[config.mk]
export PLATFORM = sky130hd
export DESIGN_NAME = fetch_stage
export DESIGN_NICKNAME = d
export VERILOG_FILES = /design/src/rtl/fetch_stage.sv
export SDC_FILE = /design/constraint.sdc
export NUM_CORES = 1
export LEC_CHECK = 0
export CAP_MARGIN = 10
export CORE_UTILIZATION = 45
export DETAILED_ROUTE_END_ITERATION = 16
export PLACE_DENSITY = 0.73
export SLEW_MARGIN = 10
export SYNTH_ARGS = -nofsm -noshare
export SYNTH_HDL_FRONTEND = slang
export SYNTH_SLANG_ARGS = --single-unit
[constraint.sdc]
create_clock -name clk -period 2.5 [get_ports clk]
set_input_delay 0.5 -clock clk [delete_from_list [all_inputs] [get_ports clk]]
set_output_delay 0.5 -clock clk [all_outputs]
set_load 0.01 [all_outputs]
[src/rtl/fetch_stage.sv]
// F-stage of the 5-stage MIPS pipeline: PC register, instruction-memory handshake and IF/ID register.
// Define FETCH_ADEL_EN to add the fetch address-error (AdEL) check before a request is issued.
module fetch_stage #(
    parameter logic [31:0] RESET_PC = 32'h0000_3000
) (
    input  logic        clk,
    input  logic        reset,
    input  logic        stall,
    input  logic        branch,
    input  logic [31:0] npc,
    input  logic        d_clear,
    output logic        im_req,
    output logic [31:0] im_addr,
    input  logic        im_ready,
    input  logic [31:0] im_rdata,
    output logic [31:0] d_instr,
    output logic [31:0] d_pc,
    output logic        d_valid,
    output logic        d_exc,
    output logic [4:0]  d_exccode
);

    typedef enum logic [1:0] {
        BOOT,
        FETCH,
        HOLD
    } state_t;

    state_t      state;
    state_t      state_next;
    logic [31:0] pc;
    logic [31:0] buf_instr;
    logic [31:0] redir_pc;
    logic        redir_pend;
    logic        kill_pend;

    logic        addr_bad;
    logic        handoff;
    logic        bubble;
    logic        capture;
    logic        hold_word;
    logic        kill;
    logic [31:0] handoff_instr;
    logic [31:0] pc_next;

`ifdef FETCH_ADEL_EN
    assign addr_bad = (pc[1:0] != 2'b00) || (pc < 32'h0000_3000) || (pc > 32'h0000_6FFF);
`else
    assign addr_bad = 1'b0;
`endif

    assign im_addr = pc;
    assign kill    = kill_pend | d_clear;
    assign capture = ~stall & ~handoff;
    // A live redirect from D beats one captured while the slot was still in flight.
    assign pc_next = branch ? npc : (redir_pend ? redir_pc : pc + 32'd4);

    always_comb begin
        state_next    = state;
        im_req        = 1'b0;
        handoff       = 1'b0;
        bubble        = 1'b0;
        hold_word     = 1'b0;
        handoff_instr = im_rdata;
        case (state)
            BOOT: state_next = FETCH;
            FETCH: begin
                im_req = ~addr_bad;
                if (addr_bad) begin
                    handoff       = ~stall;
                    handoff_instr = 32'd0;
                end else if (im_ready) begin
                    if (stall) begin
                        hold_word  = 1'b1;
                        state_next = HOLD;
                    end else begin
                        handoff = 1'b1;
                    end
                end else begin
                    bubble = ~stall;
                end
            end
            HOLD: begin
                handoff_instr = buf_instr;
                if (!stall) begin
                    handoff    = 1'b1;
                    state_next = FETCH;
                end
            end
            default: state_next = BOOT;
        endcase
    end

    always_ff @(posedge clk or negedge reset) begin
        if (!reset) begin
            state      <= BOOT;
            pc         <= RESET_PC;
            buf_instr  <= 32'd0;
            redir_pc   <= 32'd0;
            redir_pend <= 1'b0;
            kill_pend  <= 1'b0;
        end else begin
            state <= state_next;
            if (hold_word)
                buf_instr <= im_rdata;
            if (handoff) begin
                pc         <= pc_next;
                redir_pend <= 1'b0;
                kill_pend  <= 1'b0;
            end else if (capture) begin
                // The in-flight word is the delay slot, so the redirect waits for its handoff.
                if (branch) begin
                    redir_pend <= 1'b1;
                    redir_pc   <= npc;
                end
                if (d_clear)
                    kill_pend <= 1'b1;
            end
        end
    end

    always_ff @(posedge clk or negedge reset) begin
        if (!reset) begin
            d_instr <= 32'd0;
            d_pc    <= RESET_PC;
            d_valid <= 1'b0;
        end else if (handoff) begin
            d_pc    <= pc;
            d_instr <= kill ? 32'd0 : handoff_instr;
            d_valid <= ~kill;
        end else if (bubble) begin
            d_instr <= 32'd0;
            d_valid <= 1'b0;
        end
    end

`ifdef FETCH_ADEL_EN
    always_ff @(posedge clk or negedge reset) begin
        if (!reset) begin
            d_exc     <= 1'b0;
            d_exccode <= 5'd0;
        end else if (handoff) begin
            d_exc     <= addr_bad & ~kill;
            d_exccode <= (addr_bad & ~kill) ? 5'd4 : 5'd0;
        end else if (bubble) begin
            d_exc     <= 1'b0;
            d_exccode <= 5'd0;
        end
    end
`else
    assign d_exc     = 1'b0;
    assign d_exccode = 5'd0;
`endif

endmodule
==> flow_metrics.env, run 1 <==
export IMPL_final_cell_area_um2=10300
export IMPL_cp_required_ns=2.00
export IMPL_ys_seq_area_frac=0.546
export IMPL_worst_pin_slew_ns=0.625
export IMPL_cts_max_level=4
export IMPL_netSwitchingFraction=0.343
export IMPL_reg2regPathDepth=6
export IMPL_whs_path_depth=2
export IMPL_dieArea_um2=17400
export IMPL_fin_cells=1119
export IMPL_syn_area_um2=7580
export IMPL_path_depth=3
export IMPL_route_detailed_drc=0
export IMPL_track_usage=0.242
export IMPL_synth_avg_cell_area_um2=10.7
export IMPL_die_h_um=132
export IMPL_multi_input_area_um2=3170
export IMPL_clock_path_buffers=2
export IMPL_p_leak_nw=4.36
export IMPL_comb_power_share=0.376
export IMPL_fillerInstances=1325
export IMPL_grt_max_degree=57
export IMPL_cp_end_kind="primary output"
export IMPL_grt_pass1_vias=6042
export IMPL_setup_tns_ns=0
export IMPL_grt_pass1_wl_um=32700
export IMPL_core_area_um2=16500
export IMPL_seq_area_um2=4130
export IMPL_finalMaxSlewViolations=0
export IMPL_ant_nets=0
export IMPL_clk_pin_slew_ns=0.06
export IMPL_max_freq_mhz=430
export IMPL_critical_path_class="reg2out"
export IMPL_rows=47
export IMPL_dr_pass1_iters=5
export IMPL_placed_cell_area_um2=9650
export IMPL_yosysWarnings=0
export IMPL_drt_initial_drc_count=428
export IMPL_gp_congestion=0.905
export IMPL_synth_cells=711
export IMPL_hp_class="reg2reg"
export IMPL_hold_viol=0
export IMPL_dp_cells=1087
export IMPL_tritoncts="yes"
export IMPL_dp_hpwl_um=14000
export IMPL_ys_flop_type="dfrtp_1"
export IMPL_clock_power_share=0.228
export IMPL_routedWlPerCell_um=18.0
export IMPL_die_w_um=132
export IMPL_synth_seq_cells=165
export IMPL_synth_distinct_cells=55
export IMPL_critical_path_top_delay_family="buffers and inverters"
export IMPL_crit_fanout=6
export IMPL_port_buffers=167
export IMPL_period_minus_slack_ns=2.33
export IMPL_reg2reg_slack_ns=0.33
export IMPL_fin_nets=961
export IMPL_antenna_found_initial=0
export IMPL_path_buf_inv=2
export IMPL_syn2layout_area_growth_pct=35.5
export IMPL_worstSetupStartpointType="flip-flop"
export IMPL_critPathMaxStageDelay_ns=0.62
export IMPL_drt_total_wl_um=20100
export IMPL_peakVddDrop_mv=0.621
export IMPL_grt_ovfl_total=0
export IMPL_switching_power_mw=4.04
export IMPL_io_pins=174
export IMPL_max_slew_margin=0.583
export IMPL_cts_buffers=17
export IMPL_arrival_ns=1.83
export IMPL_start_util=0.458
export IMPL_rsz0062_at_grt="no"
export IMPL_vias=6197
export IMPL_powerDensity_nw_per_um2=1150
export IMPL_diodes=0
export IMPL_layout_drive_gt1_share=0.178
export IMPL_setup_viol=0
export IMPL_cts_sinks=165
export IMPL_cts_root_buf="clkbuf_16"
export IMPL_ys_async_sr_fraction=1.00
export IMPL_path_cells="inv_1 > ha_1 > clkdlybuf4s50_1"
export IMPL_post_route_period_util=0.930
export IMPL_max_cap_violations=0
export IMPL_status="completed"
export IMPL_fin_skew_ns=0.00935
export IMPL_post_cts_buffers=0
export IMPL_cpMaxStageDelayCell="clkdlybuf4s50_1"
export IMPL_p_int_mw=7.75
export IMPL_seq_power_share=0.396
export IMPL_viasPerCell=5.54
export IMPL_clk_insertion_delay_late_ns=0.43
export IMPL_synth_edff_count=0
[synthesized netlist by cell type (4+ instances only)]
library cell | instances | area, um2
mux2i_1 | 33 | 330
a31oi_1 | 8 | 50.1
o2bb2ai_1 | 5 | 43.8
nand2_1 | 128 | 480
a21oi_1 | 23 | 115
a22oi_1 | 11 | 82.6
nor2_1 | 22 | 82.6
nor2b_1 | 4 | 25.0
ha_1 | 4 | 50.1
dfstp_2 | 4 | 105
a222oi_1 | 4 | 40.0
o21ai_0 | 51 | 255
mux2_2 | 64 | 721
nor3_1 | 7 | 35.0
buf_4 | 7 | 52.6
and3_1 | 7 | 43.8
o21ai_1 | 20 | 100
buf_1 | 5 | 18.8
buf_2 | 10 | 50.1
o31a_1 | 7 | 61.3
inv_1 | 11 | 41.3
nand3_1 | 13 | 65.1
clkbuf_1 | 29 | 109
a221oi_1 | 6 | 52.6
dfrtp_1 | 161 | 4030
o21ai_2 | 9 | 78.8
nand4_1 | 10 | 62.6
o22ai_1 | 8 | 50.1
[per-layer routing]
metal	share of wire	GRT usage	vias up
li1	-	-	2884
met1	0.45	0.346	3002
met2	0.46	0.352	259
met3	0.063	0.0519	52
met4	0.032	0.113	0
met5	0	0	-
[state kept, by name, summed over array words and instances (netlist names)]
register and count:
kill_pend 1, d_instr 32, state 2, redir_pend 1, buf_instr 32, d_valid 1, im_addr 32, d_pc 32
redir_pc 32
[cells in the final DEF, fill, tap and decap left out, drive strengths merged, types with 3 or more instances in the layout]
master         count
dfrtp            161
nand2            128
nand3             13
nor2b              4
inv               13
mux2              64
o2bb2ai            5
buf               40
bufinv             3
dfstp              4
ha                 4
a22oi             11
mux2i             33
a22o               3
clkdlybuf4s50    166
and3               7
a221o              3
o22ai              8
a21oi             24
nor2              22
a221oi             6
nand4             11
a222oi             4
a31oi              8
nor3              10
conb               6
o31a               7
clkinv             9
o21ai             80
clkbuf            17
[area by class of cell]
class | instances | share of cell area
Sequential cell | 165 | 0.403
Multi-Input combinational cell | 484 | 0.309
Timing Repair Buffer | 207 | 0.199
Clock buffer | 17 | 0.0415
Tap cell | 220 | 0.0268
Clock inverter | 14 | 0.0173
Inverter | 12 | 0.00439
[what timing repair did]
action / 4_1_cts / 5_1_grt
resized for setup: 0 / 0
hold endpoints to repair: 30 / 0
setup endpoints to repair: 0 / 0
hold buffers: 1 / 0
[power groups by stage]
stage	Clock, mW	Combinational [mW]	Sequential (mW)
floorplan	0	2.09	4.74
global placement	0	4.33	4.64
detailed placement	0	4.43	4.68
CTS	2.73	4.47	4.65
global route	2.84	4.82	4.81
finish	2.69	4.44	4.66
[tightest hold or removal path, stage by stage, from the launching register on]
cell,delay (ns)
dfstp_2,0.37
nand2_1,0.05
nand2_1,0.05
[stage by stage]
step | setup WS [ns] | hold slack (ns) | power (mW) | util
2_1_floorplan | 0.457 | 0.204 | 6.83 | -
3_3_place_gp | 0.131 | 0.418 | 8.98 | 0.584
3_5_place_dp | 0.0881 | 0.418 | 9.12 | 0.584
4_1_cts | 0.147 | 0.469 | 11.8 | 0.621
5_1_grt | 0.0697 | 0.497 | 12.5 | 0.621
6_report | 0.174 | 0.466 | 11.8 | 0.621
[cell families (layout without fill, tap and decap cells)]
family                   after synthesis  after routing  share of synthesized area
AND/OR/NAND/NOR                      210            210                      0.127
AO/OA/AOI/OAI                        167            167                      0.140
flip-flops                           165            165                      0.546
multiplexers                          97             97                      0.139
buffers and inverters                 67            250                     0.0415
adder cells (fa/ha/maj)                4              4                    0.00661
other                                  1              6                   0.000495
[path summary, 6_finish.rpt]
check / startpoint / endpoint
max in group asynchronous: reset / redir_pc[1]
worst max-delay path: state[1] / im_req
worst max register to register: state[1] / d_instr[1]
worst min-delay path: d_pc[12] / d_pc[12]
min in group asynchronous: reset / im_addr[25]
worst min register to register: d_pc[12] / d_pc[12]
(Power assumes the default switching activity.)
==> inputs of run 2 (changes only) <==
Settings changed: SKIP_LAST_GASP set to 1.
==> results of run 2 <==
No change in the layout: final DEF, timing and power equal those of run 1.
